<file path="src/rtl/hamming_tx_sched.sv">
// hamming_tx_sched: two-requester round-robin front end that frames 11-bit words for a serial Hamming encoder and collects its 16-bit codeword
module hamming_tx_sched #(
  parameter int DATA_W  = 11,
  parameter int CODE_W  = 16,
  parameter int TIMEOUT = 64
) (
  input  logic              clk,
  input  logic              rst,
  input  logic              req0_valid,
  input  logic [DATA_W-1:0] req0_data,
  output logic              req0_ready,
  input  logic              req1_valid,
  input  logic [DATA_W-1:0] req1_data,
  output logic              req1_ready,
  output logic              enc_start,
  output logic              enc_din,
  input  logic              enc_dout,
  input  logic              enc_dout_valid,
  output logic [CODE_W-1:0] cw_data,
  output logic              cw_src,
  output logic              cw_valid,
  output logic              err_timeout,
  output logic              busy
);
  localparam int TW = $clog2(TIMEOUT + 1);
  typedef enum logic [1:0] {IDLE, SEND, WAIT, DONE} state_t;
  state_t state, state_n;
  logic last_grant;
  logic [DATA_W-1:0] data;
  logic [3:0] s;
  logic [4:0] cap_cnt;
  logic [TW-1:0] tcnt;
  logic [CODE_W-1:0] frame;
  logic grant0, grant1, cap, full_n, timeout;
  always_comb begin
    frame = {data[10:4], 1'b0, data[3:1], 1'b0, data[0], 3'b000};
    grant0 = state == IDLE && req0_valid && (!req1_valid || last_grant);
    grant1 = state == IDLE && req1_valid && (!req0_valid || !last_grant);
    cap = (state == SEND || state == WAIT) && enc_dout_valid && !cap_cnt[4];
    full_n = cap_cnt[4] || (cap && cap_cnt[3:0] == 4'hF);
    timeout = state == WAIT && !full_n && tcnt == TW'(TIMEOUT - 1);
    state_n = state == IDLE ? ((grant0 || grant1) ? SEND : IDLE) :
              state == SEND ? (s == 4'hF ? (full_n ? DONE : WAIT) : SEND) :
              state == WAIT ? (full_n ? DONE : timeout ? IDLE : WAIT) : IDLE;
    req0_ready = grant0;
    req1_ready = grant1;
    enc_start = state == SEND && s == 4'h0;
    enc_din = state == SEND && frame[s];
    cw_valid = state == DONE;
    busy = state != IDLE;
  end
  always_ff @(posedge clk) begin
    if (rst) begin
      state <= IDLE;
      last_grant <= 1'b1;
      cw_src <= 1'b0;
      data <= '0;
      s <= '0;
      cap_cnt <= '0;
      tcnt <= '0;
      cw_data <= '0;
      err_timeout <= 1'b0;
    end else begin
      state <= state_n;
      err_timeout <= timeout;
      tcnt <= state == WAIT ? tcnt + 1'b1 : '0;
      if (grant0 || grant1) begin
        data <= grant1 ? req1_data : req0_data;
        cw_src <= grant1;
        last_grant <= grant1;
        s <= '0;
        cap_cnt <= '0;
      end
      if (state == SEND) s <= s + 1'b1;
      if (cap) begin
        cw_data[cap_cnt[3:0]] <= enc_dout;
        cap_cnt <= cap_cnt + 1'b1;
      end
    end
  end
endmodule

</file>
<file path="config.mk">
export PLATFORM = sky130hd
export DESIGN_NAME = hamming_tx_sched
export DESIGN_NICKNAME = d
export VERILOG_FILES = /design/src/rtl/hamming_tx_sched.sv
export SDC_FILE = /design/constraint.sdc
export NUM_CORES = 1
export LEC_CHECK = 0
export ABC_CLOCK_PERIOD_IN_PS = 1800
export BUFFER_PORTS_ARGS = -buffer_cell sky130_fd_sc_hd__clkbuf_2
export CAP_MARGIN = 20
export CORE_ASPECT_RATIO = 1.75
export CORE_MARGIN = 2
export CORE_UTILIZATION = 53
export CTS_CLUSTER_SIZE = 8
export DETAILED_ROUTE_END_ITERATION = 10
export PLACE_DENSITY = 0.81
export SLEW_MARGIN = 10
export SYNTH_ARGS = -nofsm -noshare
export SYNTH_HDL_FRONTEND = slang
export SYNTH_SLANG_ARGS = --single-unit
</file>
<file path="constraint.sdc">
create_clock -name clk -period 1.8 [get_ports clk]
set_input_delay 0.18 -clock clk [delete_from_list [all_inputs] [get_ports clk]]
set_output_delay 0.18 -clock clk [all_outputs]
set_load 0.05 [all_outputs]
</file>
==> results of run 1 <==
[per-layer routing]
metal  global-route usage, %  vias to the layer above  routed length (um)
li1                        -                     1045                   -
met1                    23.0                      945                1810
met2                    39.6                       66                2660
met3                    3.87                       12                 227
met4                    10.4                        0                 152
met5                       0                        -                   0
[worst register-to-register path, delay by kind of cell (launching register included)]
family,cells,cell delay (ns)
flops,1,0.37
fa+ha+maj,1,0.37
mux,1,0.16
buf+inv,2,0.23
simple gates,3,0.36
[cell type report]
class	instances	area, sq um	share of cell area [%]
inverters	11	41.3	1.44
well taps	51	63.8	2.22
flip-flops and latches	48	971	33.8
repair buffers	61	379	13.2
clock buffers	7	96.3	3.36
clock inverters	1	30.0	1.05
multi-input cells	192	1290	44.9
[layout by cell type (no fill, tap or decap), types with 3 or more instances in the layout]
cell and instances:
sky130_fd_sc_hd__a41oi_1 3, sky130_fd_sc_hd__ha_1 9, sky130_fd_sc_hd__clkbuf_8 8, sky130_fd_sc_hd__nand2_1 17, sky130_fd_sc_hd__nand3_1 8, sky130_fd_sc_hd__a21oi_1 20, sky130_fd_sc_hd__o21ai_0 15, sky130_fd_sc_hd__nor2_1 40
sky130_fd_sc_hd__a211oi_1 12, sky130_fd_sc_hd__dfxtp_1 44, sky130_fd_sc_hd__nor3_1 3, sky130_fd_sc_hd__nand4_1 4, sky130_fd_sc_hd__nand2b_1 4, sky130_fd_sc_hd__buf_12 3, sky130_fd_sc_hd__buf_4 7, sky130_fd_sc_hd__nand4b_1 4
sky130_fd_sc_hd__clkbuf_2 49, sky130_fd_sc_hd__a21oi_2 3, sky130_fd_sc_hd__inv_1 10, sky130_fd_sc_hd__and3_1 3, sky130_fd_sc_hd__o21a_1 4, sky130_fd_sc_hd__mux2i_1 17
[timing repair]
item                       CTS  global route
pin swaps                    0             1
setup endpoints to repair    1             7
gates resized for setup      6            10
[power breakdown]
group	total, mW	switching (mW)	internal [mW]
registers	1.20	0.0620	1.14
logic	0.769	0.456	0.314
clock network	0.845	0.355	0.490
total	2.82	0.872	1.95
[synth_stat cells, types with 3 or more instances]
cell | instances | area share [%]
sky130_fd_sc_hd__o21a_1 | 4 | 1.3
sky130_fd_sc_hd__a211oi_1 | 12 | 3.8
sky130_fd_sc_hd__clkbuf_1 | 3 | 0.48
sky130_fd_sc_hd__nor3_1 | 3 | 0.63
sky130_fd_sc_hd__buf_2 | 4 | 0.85
sky130_fd_sc_hd__and3_1 | 3 | 0.79
sky130_fd_sc_hd__nand2_1 | 17 | 2.7
sky130_fd_sc_hd__inv_1 | 11 | 1.7
sky130_fd_sc_hd__nand3_1 | 8 | 1.7
sky130_fd_sc_hd__mux2i_1 | 17 | 7.2
sky130_fd_sc_hd__a21oi_1 | 21 | 4.4
sky130_fd_sc_hd__nand2b_1 | 4 | 1.1
sky130_fd_sc_hd__ha_1 | 11 | 5.8
sky130_fd_sc_hd__nor2_1 | 41 | 6.5
sky130_fd_sc_hd__nand4_1 | 4 | 1.1
sky130_fd_sc_hd__nand4b_1 | 4 | 1.5
sky130_fd_sc_hd__a41oi_1 | 3 | 1.1
sky130_fd_sc_hd__dfxtp_1 | 48 | 41
sky130_fd_sc_hd__o21ai_0 | 15 | 3.2
sky130_fd_sc_hd__buf_6 | 5 | 2.4
[stage by stage]
| stage | worst slack (ns) | TNS [ns] | hold WS (ns) |
|---|---|---|---|
| after global placement | 0.204 | 0 | 0.431 |
| after global routing | -0.0242 | -0.0242 | 0.194 |
| after floorplan | 0.0416 | 0 | 0.308 |
| after CTS | 0.0128 | 0 | 0.181 |
| after detailed placement | 0.175 | 0 | 0.438 |
| final | 0.0407 | 0 | 0.183 |
[worst max path at each step]
stage / end / slack [ns]
floorplan: enc_din / 0.04
global placement: enc_din / 0.20
detailed placement: cap_cnt[2]$_SDFFE_PP0P_ / 0.17
CTS: enc_din / 0.01
global route: enc_din / -0.02
finish: enc_din / 0.04
[registers in the layout, indices dropped and copies added, names as in the netlist]
signal / cells
cap_cnt: 5
cw_data: 16
s: 4
last_grant: 1
cw_src: 1
state: 2
data: 11
tcnt: 7
err_timeout: 1
[logic make-up (layout without fill, tap and decap cells)]
group	count (synthesis)	count (layout)	synth area share [%]
and+or+nand+nor	93	93	19.5
AOI/OAI and AO/OA	66	66	18.0
DFF	48	48	40.6
buffers and inverters	25	80	6.45
muxes	18	18	8.14
adders and majority gates	11	11	5.82
xor gates and xnor gates	4	4	1.48
==> Flow_metrics.wiki, run 1 <==
{| class="wikitable"
! Metric !! Value
|-
| Status || complete, no violations
|-
| Leakage component of the power || 1.23 nW
|-
| Number of buffers inserted for hold repair after clock tree synthesis || 0
|-
| Num ports || 52
|-
| Net Count, Synth || 304
|-
| Layout-stage area growth over the synthesis result || 21.4%
|-
| Cells on worst reg2reg path || 7
|-
| Number of buffers inserted to repair setup after CTS || 0
|-
| Synth Area per Inst || 8.93 sq um
|-
| First-pass GRT wire length || 8.34 mm
|-
| Cell area after synthesis || 2370 sq um
|-
| Warning count from the yosys run || 0
|-
| Routed wirelength normalized by instance count || 13.1 um
|-
| Summed area of non-filler cells in the final layout || 2870 sq um
|-
| Post-Syn Instances || 265
|-
| Placement-stage cell area || 2700 sq um
|-
| Number of sinks on the clock net || 48
|-
| Detailed Route WL || 4.85 mm
|-
| Worst hold path stage count || 3
|-
| Worst Setup End Kind || output pin
|-
| Drt pass-1 iters || 4
|-
| Top achievable clock speed || 568 MHz
|-
| Clock Path Buffers || 2
|-
| Data required time of the worst path || 1.62 ns
|-
| I/O Buffers || 51
|-
| Proportion of layout cells with a drive suffix above 1 || 28.1%
|-
| DRC violations left || 0
|-
| Number of global-route vias before repair || 1956
|-
| TritonCTS clock tree || built
|-
| CP Depth || 4
|-
| Number of distinct library cells after synthesis || 42
|-
| Clock root buffer || sky130_fd_sc_hd__clkbuf_8
|-
| Post-synth EDFFs || 0
|-
| Crit path max-delay cell type || sky130_fd_sc_hd__mux4_2
|-
| Number of max-capacitance violations reported || 0
|-
| Final worst-path cycle share || 97.7%
|-
| Number of fillers in the final layout || 394
|-
| Endpoint, Worst Hold || data[10]$_SDFFE_PP0P_
|-
| Register-to-Register Setup Slack || 0.20 ns
|-
| Count of final max-slew check failures || 0
|-
| Final hold violation count || 0
|-
| Crit. Startpoint || s[0]$_SDFFE_PP0P_
|-
| Maximum vdd drop || 0.748 mV
|-
| Arrival @ worst endpoint || 1.58 ns
|-
| Number of buffer and inverter instances along the worst setup path || 1
|-
| Via Count || 2068
|-
| Proportion of synthesized flip-flops having asynchronous set or reset || 0%
|-
| Die area || 5040 sq um
|-
| Number of buffers created by CTS || 5
|-
| Worst hold path type || primary input to register
|-
| Gate family responsible for the most delay along the worst path || multiplexers
|-
| Fin cells || 371
|-
| Core Rows || 32
|-
| Overall power || 2.82 mW
|-
| Startpoint of the lowest-slack register-to-register path || state[0]$_SDFF_PP0_
|-
| Number of cells in the design after placement || 363
|-
| Launch point of the worst hold path || req1_data[10]
|-
| Count of state elements after synthesis || 48
|-
| Clock insertion delay at the later pin of the skew report || 0.30 ns
|-
| Die Y-Extent || 92.4 um
|-
| Utilization after layout || 65.8%
|-
| Post-route clock skew || 0.00834 ns
|-
| Depth of the CTS H-tree || 2
|-
| Area of the core || 4360 sq um
|-
| Pin count of the biggest net entering global routing || 29
|-
| Final setup violation count || 0
|-
| Type of element launching the critical path || register
|-
| Crit path max fanout || 7
|-
| Transition time at the pin with the least slew margin || 0.360 ns
|-
| Clock period minus final worst setup slack || 1.76 ns
|-
| Die boundary width || 54.5 um
|-
| Max transition margin || 75.9%
|-
| Aggregate global-route resource usage || 22.0%
|-
| Ordered list of cells on the worst path || mux4_2 -> nor2_2 -> o31ai_2 -> clkbuf_8
|-
| Delay of the slowest cell on the worst path || 0.51 ns
|-
| Detailed placer's ending HPWL || 3.67 mm
|-
| Cell Pwr Density || 981 nW/um^2
|-
| Routability cong. || 0.907
|-
| Starting density of the core || 54.2%
|-
| Post-route antenna net violation count || 0
|-
| Unrepaired setup endpoints after global routing || yes
|-
| Via-to-Cell Ratio || 5.57
|-
| Share of the yosys chip area belonging to registers || 40.6%
|-
| Register clock-pin slew on the reported worst setup and hold paths || 0.09 ns
|-
| Total congestion overflow after global routing || 0
|-
| Antenna violations before repair || 0
|-
| Critical path start-end classification || register to output pin
|-
| Fin nets || 358
|-
| Post-synth top flop || sky130_fd_sc_hd__dfxtp_1
|-
| Iteration-0 DRC count of the detailed router || 21
|-
| Reg-to-reg critical path endpoint || cw_data[2]$_SDFFE_PP0P_
|-
| ANT cells || 0
|}
No activity file was read; power rests on OpenSTA's default activity.
==> run 2, diff against run 1 <==
- ABC_CLOCK_PERIOD_IN_PS: 1800 -> 1900
- SETUP_SLACK_MARGIN: unset -> 0.3
- clock period: 1.8 -> 1.9 ns (I/O delays scaled with it)
==> run 2 against run 1 <==
Effect of this change:
- non-clock buffer count increased by 1
- utilization up 0.057 points
- clock power down 25%
- worst setup slack better by 0.11 ns
- combinational power hardly changed
- clock skew decreased by 0.0011 ns
- via count fell by 0.34%
- total power shrank 9.9%
- clock-buffer cell count is the same
- critical path type unchanged
- largest power group unchanged
==> Flow_metrics.wiki, run 2 (synthesis results as in run 1) <==
{| class="wikitable"
! Metric !! Value
|-
| Status || complete, no violations
|-
| Register Area || 972 sq um (+0.13%)
|-
| Maximum vdd drop || 0.713 mV (-4.7%)
|-
| Clock Path Buffers || 2 (unchanged)
|-
| Register clock-pin slew on the reported worst setup and hold paths || 0.09 ns (about the same)
|-
| Core Rows || 32 (unchanged)
|-
| Combined area of the multi-input logic cells || 1310 sq um (+1.7%)
|-
| Routed wirelength normalized by instance count || 14.0 um (+6.7%)
|-
| Number of fillers in the final layout || 379 (-3.8%)
|-
| Number of buffers created by CTS || 5 (unchanged)
|-
| Clock period minus final worst setup slack || 1.75 ns
|-
| Cell Pwr Density || 883 nW/um^2 (-10%)
|-
| Area of the core || 4360 sq um (unchanged)
|-
| Setup TNS || 0 ns (unchanged)
|-
| ANT cells || 0 (unchanged)
|-
| Post-route antenna net violation count || 0 (unchanged)
|-
| Final setup violation count || 0 (unchanged)
|-
| Proportion of layout cells with a drive suffix above 1 || 29.9% (+1.8 points)
|-
| Endpoint, Worst Hold || data[1]$_SDFFE_PP0P_
|-
| Detailed Route WL || 5.19 mm (+7.0%)
|-
| Startpoint of the lowest-slack register-to-register path || state[0]$_SDFF_PP0_
|-
| Iteration-0 DRC count of the detailed router || 46 (+120%)
|-
| Overall power || 2.54 mW (-9.9%)
|-
| Crit path max fanout || 4 (-3)
|-
| Worst Setup End Kind || output pin
|-
| Worst hold path type || primary input to register
|-
| Most frequent standard cell in the layout excluding fill and tap cells || sky130_fd_sc_hd__clkbuf_2
|-
| Max transition margin || 75.8% (-0.11 points)
|-
| Launch point of the worst hold path || req1_data[1]
|-
| Num ports || 52 (unchanged)
|-
| Final setup slack of the worst path || 0.146 ns (+0.105 ns)
|-
| Layout-stage area growth over the synthesis result || 21.5% (about the same)
|-
| Clock root buffer || sky130_fd_sc_hd__clkbuf_8
|-
| Number of global-route vias before repair || 1978 (+1.1%)
|-
| Clock insertion delay at the later pin of the skew report || 0.30 ns (about the same)
|-
| Fin nets || 359 (+0.28%)
|-
| Critical path start-end classification || register to output pin
|-
| Leakage component of the power || 1.22 nW (-1.1%)
|-
| Antenna violations before repair || 0 (unchanged)
|-
| Starting density of the core || 54.2% (unchanged)
|-
| Via Count || 2061 (-0.34%)
|-
| Reg-to-reg critical path endpoint || cw_data[1]$_SDFFE_PP0P_
|-
| Routability cong. || 0.876 (-3.4%)
|-
| Unrepaired setup endpoints after global routing || yes
|-
| Via-to-Cell Ratio || 5.54 (-0.61%)
|-
| I/O Buffers || 51 (unchanged)
|-
| Registers with the most flip-flops || cw_data x16, data x11, tcnt x7
|-
| Number of max-capacitance violations reported || 0 (unchanged)
|-
| DRC violations left || 0 (unchanged)
|-
| Die boundary width || 54.5 um (unchanged)
|-
| Transition time at the pin with the least slew margin || 0.361 ns (+0.00172 ns)
|-
| Number of flip-flops under the largest register name || 16 (unchanged)
|-
| Commonest cells after routing, fill and taps aside || sky130_fd_sc_hd__clkbuf_2 (46), sky130_fd_sc_hd__dfxtp_1 (43), sky130_fd_sc_hd__nor2_1 (40)
|-
| Setup WS pre-CTS || 0.220 ns (+0.0455 ns)
|-
| First-pass GRT wire length || 8.68 mm (+4.1%)
|-
| Die Y-Extent || 92.4 um (unchanged)
|-
| Detailed placer's ending HPWL || 3.72 mm (+1.4%)
|-
| TritonCTS clock tree || built
|-
| Register-to-Register Setup Slack || 0.28 ns (+0.08 ns)
|-
| Final worst-path cycle share || 92.3%
|-
| Post-route clock skew || 0.00723 ns (-0.00112 ns)
|-
| Data required time of the worst path || 1.71 ns (+0.09 ns)
|-
| Final hold violation count || 0 (unchanged)
|-
| Total congestion overflow after global routing || 0 (unchanged)
|-
| Number of sinks on the clock net || 48 (unchanged)
|-
| Drt pass-1 iters || 4 (unchanged)
|-
| Cells on worst reg2reg path || 7 (unchanged)
|-
| Aggregate global-route resource usage || 22.9% (+0.92 points)
|-
| Type of element launching the critical path || register
|-
| Arrival @ worst endpoint || 1.56 ns (-0.02 ns)
|-
| Top achievable clock speed || 570 MHz
|-
| Die area || 5040 sq um (unchanged)
|-
| Worst hold path stage count || 3 (unchanged)
|-
| Count of final max-slew check failures || 0 (unchanged)
|-
| Register bank with the most flops || cw_data
|-
| Depth of the CTS H-tree || 2 (unchanged)
|-
| Pin count of the biggest net entering global routing || 26 (-10%)
|}
-- run 2: cell types whose count changed in the layout (fill, tap and decap cells not counted), sizes merged --
cell,previous run,this run
buf,10,12
bufinv,1,0
clkbuf,58,57
clkinvlp,0,1
-- run 2: routing by layer --
metal  GRT usage (%)  wire length (um)  up-vias
li1                -                 -     1046
met1            23.9              1940      938
met2            42.1              2920       67
met3            3.39               216       10
met4            10.0               116        0
met5               0                 0        -
-- run 2: through the flow --
stage,utilization [%],area [sq um],cells,hold slack (ns)
after floorplan,-,2380,265,0.318
after global routing,65.9,2870,372,0.211
after detailed placement,60.6,2650,359,0.434
final,65.9,2870,372,0.203
after global placement,60.6,2650,359,0.427
after CTS,65.0,2840,372,0.202
-- run 2: how the worst max path moves through the flow --
stage / from / end / slack [ns]
floorplan: state[1]$_SDFF_PP0_ / enc_din / 0.13
global placement: s[0]$_SDFFE_PP0P_ / enc_din / 0.28
detailed placement: state[0]$_SDFF_PP0_ / cap_cnt[3]$_SDFFE_PP0P_ / 0.22
CTS: s[0]$_SDFFE_PP0P_ / enc_din / 0.16
global route: s[0]$_SDFFE_PP0P_ / enc_din / 0.11
finish: s[0]$_SDFFE_PP0P_ / enc_din / 0.15
-- run 2: layout make-up --
type / instances / share of cell area, %
inverter: 11 / 1.44
clock inverter: 1 / 0.261
clock buffer: 7 / 3.00
sequential: 48 / 33.8
tap: 51 / 2.22
timing repair buffer: 62 / 13.6
multi-input combinational: 192 / 45.7
-- run 2: critical path: stages, from the launching register on --
cell and delay [ns]:
sky130_fd_sc_hd__dfxtp_4 0.37, sky130_fd_sc_hd__mux4_2 0.50, sky130_fd_sc_hd__nor2_2 0.13, sky130_fd_sc_hd__o31ai_2 0.07, sky130_fd_sc_hd__clkbuf_8 0.19
-- run 2: repair_timing --
action / 4_1_cts / 5_1_grt
pin swaps: 2 / 3
endpoints found under the setup margin: 12 / 33
setup buffers: 4 / 0
gates resized for setup: 21 / 14
gates cloned: 1 / 0
hold buffers: 0 / 0
-- run 2: report_power, final --
part | leakage [nW] | internal [mW] | switching, mW
combinational | 0.779 | 0.318 | 0.451
sequential | 0.393 | 1.08 | 0.0564
clock | 0.0445 | 0.296 | 0.335
==> run 3, diff against run 2 <==
- ABC_AREA: unset -> 1
- HOLD_SLACK_MARGIN: unset -> 0.03
==> run 3 against run 2 <==
Effect of this change:
- clock-buffer cell count is 2 lower
- non-clock buffer count is 6 higher
- via count grew 12%
- combinational power is 2% lower
- worst hold slack got worse by 0.077 ns
- flip-flop and latch count unchanged
- sequential share of layout area fell by 1.5 points
- worst setup slack improved by 0.089 ns
- final cell count rose by 18%
- synthesized area grew 0.53%
==> Flow_metrics.wiki, run 3 <==
{| class="wikitable"
! Metric !! Value
|-
| Status || complete, no violations
|-
| Sequential share of power || 43.4% (-1.4 points)
|-
| Worst hold path type || primary input to register
|-
| Number of sinks on the clock net || 48 (unchanged)
|-
| Leakage component of the power || 1.42 nW (+16%)
|-
| Crit path max-delay cell type || sky130_fd_sc_hd__dfxtp_4
|-
| Synth Area per Inst || 7.36 sq um (-18%)
|-
| Most frequent standard cell in the layout excluding fill and tap cells || sky130_fd_sc_hd__nand2_1
|-
| Max transition margin || 66.6% (-9.2 points)
|-
| Post-route antenna net violation count || 0 (unchanged)
|-
| Cell area after synthesis || 2380 sq um (+0.53%)
|-
| Final hold violation count || 0 (unchanged)
|-
| Reg-to-reg critical path endpoint || state[1]$_SDFF_PP0_
|-
| Core Rows || 32 (unchanged)
|-
| Unrepaired setup endpoints after global routing || yes
|-
| Detailed placer's ending HPWL || 4.13 mm (+11%)
|-
| Warning count from the yosys run || 0 (unchanged)
|-
| Internal power contribution || 1.76 mW (+3.9%)
|-
| Number of buffers inserted for hold repair after clock tree synthesis || 0 (unchanged)
|-
| Final worst-path cycle share || 87.6% (-4.7 points)
|-
| Final setup violation count || 0 (unchanged)
|-
| Registers with the most flip-flops || cw_data x16, data x11, tcnt x7
|-
| Post-Syn Instances || 323 (+22%)
|-
| Antenna violations before repair || 0 (unchanged)
|-
| Via-to-Cell Ratio || 5.26 (-5.1%)
|-
| Cell types with the largest area share after synthesis || sky130_fd_sc_hd__dfxtp_1 (40%), sky130_fd_sc_hd__nand2_1 (8.8%), sky130_fd_sc_hd__a21oi_1 (6.9%)
|-
| Delay of the slowest cell on the worst path || 0.41 ns (-0.09 ns)
|-
| Fraction of power consumed by combinational cells || 28.7% (-1.6 points)
|-
| Most frequently used cell type in the post-synthesis netlist || sky130_fd_sc_hd__nand2_1
|-
| Clock Path Buffers || 2 (unchanged)
|-
| Arrival @ worst endpoint || 1.48 ns (-0.08 ns)
|-
| Proportion of layout cells with a drive suffix above 1 || 32.3% (+2.4 points)
|-
| Post-route clock skew || 0.00691 ns (-0.000314 ns)
|-
| Worst hold path stage count || 3 (unchanged)
|-
| Net Count, Synth || 362 (+19%)
|-
| I/O Buffers || 51 (unchanged)
|-
| Fin nets || 425 (+18%)
|-
| Startpoint of the lowest-slack register-to-register path || state[0]$_SDFF_PP0_
|-
| Register bank with the most flops || cw_data
|-
| Share of the yosys chip area belonging to registers || 40.4% (-0.21 points)
|-
| Critical path start-end classification || register to output pin
|-
| Fin cells || 438 (+18%)
|-
| Die area || 5060 sq um (+0.50%)
|-
| Cell Pwr Density || 870 nW/um^2 (-1.4%)
|-
| Maximum vdd drop || 0.604 mV (-15%)
|-
| Die Y-Extent || 92.6 um (+0.25%)
|-
| Overall power || 2.62 mW (+3.3%)
|-
| Utilization after layout || 69.0% (+3.2 points)
|-
| Setup TNS || 0 ns (unchanged)
|-
| Endpoint, Worst Hold || data[10]$_SDFFE_PP0P_
|-
| Iteration-0 DRC count of the detailed router || 44 (-4.3%)
|-
| Starting density of the core || 54.5% (+0.29 points)
|-
| Number of max-capacitance violations reported || 0 (unchanged)
|-
| Number of buffers created by CTS || 5 (unchanged)
|-
| ANT cells || 0 (unchanged)
|-
| Cells on worst reg2reg path || 8 (+1)
|-
| TritonCTS clock tree || built
|-
| Net switching power || 858 uW (+2.0%)
|-
| Transition time at the pin with the least slew margin || 0.501 ns (+0.139 ns)
|-
| Clock insertion delay at the later pin of the skew report || 0.30 ns (about the same)
|-
| Pin count of the biggest net entering global routing || 26 (unchanged)
|-
| Clock power frac || 27.9% (+3.1 points)
|-
| Register clock-pin slew on the reported worst setup and hold paths || 0.09 ns (about the same)
|-
| Layout-stage area growth over the synthesis result || 26.6%
|-
| Routed wirelength normalized by instance count || 13.1 um (-6.4%)
|-
| Gate family responsible for the most delay along the worst path || flip-flops
|-
| Number of distinct library cells after synthesis || 30 (-29%)
|-
| Type of element launching the critical path || register
|-
| Sw frac || 32.7% (-0.42 points)
|-
| Area of the core || 4360 sq um (unchanged)
|-
| Count of state elements after synthesis || 48 (unchanged)
|-
| Crit path max fanout || 7 (+3)
|-
| Ordered list of cells on the worst path || buf_6 -> nand3_2 -> nand2_1 -> inv_1 -> nand2_1 -> nand3_2 -> a21oi_2 -> buf_8
|-
| Aggregate global-route resource usage || 24.8% (+1.9 points)
|-
| Depth of the CTS H-tree || 2 (unchanged)
|-
| Top achievable clock speed || 600 MHz (+5.3%)
|-
| Clock root buffer || sky130_fd_sc_hd__clkbuf_8
|-
| Routability cong. || 0.810 (-7.5%)
|-
| Number of flip-flops under the largest register name || 16 (unchanged)
|-
| Launch point of the worst hold path || req1_data[10]
|-
| Number of cells in the design after placement || 418 (+16%)
|-
| First-pass GRT wire length || 9.34 mm (+7.5%)
|-
| Count of final max-slew check failures || 0 (unchanged)
|-
| Num ports || 52 (unchanged)
|-
| Worst Setup End Kind || output pin
|-
| Commonest cells after routing, fill and taps aside || sky130_fd_sc_hd__nand2_1 (54), sky130_fd_sc_hd__clkbuf_2 (47), sky130_fd_sc_hd__dfxtp_1 (43)
|-
| Drt pass-1 iters || 4 (unchanged)
|-
| Number of global-route vias before repair || 2124 (+7.4%)
|-
| Detailed Route WL || 5.72 mm (+10%)
|-
| Area share of the largest cell type after synthesis || 40.4% (-0.21 points)
|-
| Cell type contributing the most total cell area after synthesis || sky130_fd_sc_hd__dfxtp_1
|-
| Post-synth EDFFs || 0 (unchanged)
|-
| Data required time of the worst path || 1.71 ns (about the same)
|-
| DRC violations left || 0 (unchanged)
|-
| Die boundary width || 54.6 um (+0.25%)
|-
| Clock period minus final worst setup slack || 1.67 ns (-0.0886 ns)
|-
| Register-to-Register Setup Slack || 0.38 ns (+0.10 ns)
|-
| Proportion of synthesized flip-flops having asynchronous set or reset || 0% (unchanged)
|-
| Cell types with the highest counts after synthesis || sky130_fd_sc_hd__nand2_1 (56), sky130_fd_sc_hd__dfxtp_1 (48), sky130_fd_sc_hd__inv_1 (39)
|-
| Post-synth top flop || sky130_fd_sc_hd__dfxtp_1
|-
| Total congestion overflow after global routing || 0 (unchanged)
|-
| Via Count || 2303 (+12%)
|-
| Number of buffer and inverter instances along the worst setup path || 3 (+2)
|}
## run 3: cell types whose count changed in the layout (fill, tap and decap cells not counted), sizes merged, moves of 7 or more
cell / delta
buf: +8
nand2: +43
a211oi: -13
o211ai: +11
inv: +32
o21ai: +7
a21oi: +10
nand3: +18
mux2i: -17
## run 3: worst max path at each step
stage	cells past startpoint	to	startpoint	slack (ns)
after detailed placement	9	cw_data[5]$_SDFFE_PP0P_	state[0]$_SDFF_PP0_	0.13
after CTS	8	enc_din	s[0]$_SDFFE_PP0P_	0.27
after global placement	9	cw_data[6]$_SDFFE_PP0P_	state[0]$_SDFF_PP0_	0.23
final	8	enc_din	s[0]$_SDFFE_PP0P_	0.23
after global routing	8	enc_din	s[0]$_SDFFE_PP0P_	0.13
after floorplan	7	enc_din	s[0]$_SDFFE_PP0P_	0.38
## run 3: repair_timing
| action | 4_1_cts | 5_1_grt |
|---|---|---|
| pin swaps | 7 | 7 |
| setup buffers | 7 | 5 |
| setup endpoints to repair | 30 | 32 |
| resized for setup | 33 | 20 |
## run 3: metal layers
layer | vias up | global-route usage [%] | share of wire, %
li1 | 1181 | - | -
met5 | - | 0 | 0
met4 | 0 | 10.8 | 3.0
met1 | 1053 | 26.7 | 37
met3 | 16 | 4.52 | 3.9
met2 | 53 | 44.0 | 56
## run 3: metrics by stage
stage	hold slack, ns	worst slack, ns	instance area [sq um]
finish	0.125	0.235	3010
detailed placement	0.446	0.132	2650
global route	0.137	0.131	3010
floorplan	0.341	0.381	2390
CTS	0.119	0.267	2930
global placement	0.432	0.230	2650
## run 3: power by group through the flow
| stage | registers [mW] | clock network (mW) | logic, mW |
|---|---|---|---|
| after global routing | 1.15 | 0.782 | 0.827 |
| after detailed placement | 1.15 | 0 | 0.580 |
| after CTS | 1.14 | 0.748 | 0.687 |
| after global placement | 1.15 | 0 | 0.567 |
| after floorplan | 1.15 | 0 | 0.460 |
| final | 1.14 | 0.732 | 0.753 |
## run 3: final cells by class
cell class / instances / area, sq um
clock buffers: 5 / 68.8
flip-flops and latches: 48 / 972
repair buffers: 68 / 433
inverters: 43 / 171
fillers: 367 / 1350
multi-input cells: 220 / 1260
clock inverters: 3 / 42.5
well taps: 51 / 63.8
## run 3: cell families after synthesis
logic type      Yosys count  share of synthesized area [%]
simple gates            137                           26.2
fa+ha+maj                11                           5.79
buf+inv                  55                           10.7
compound gates           72                           16.9
flops                    48                           40.4
## run 3: worst reg2reg max path: stages (launching register included)
cell,delay [ns]
sky130_fd_sc_hd__dfxtp_2,0.34
sky130_fd_sc_hd__buf_4,0.14
sky130_fd_sc_hd__ha_4,0.16
sky130_fd_sc_hd__inv_2,0.12
sky130_fd_sc_hd__nor2_2,0.07
sky130_fd_sc_hd__buf_4,0.14
sky130_fd_sc_hd__nor3_1,0.22
sky130_fd_sc_hd__nand3_1,0.10
sky130_fd_sc_hd__a21oi_1,0.16
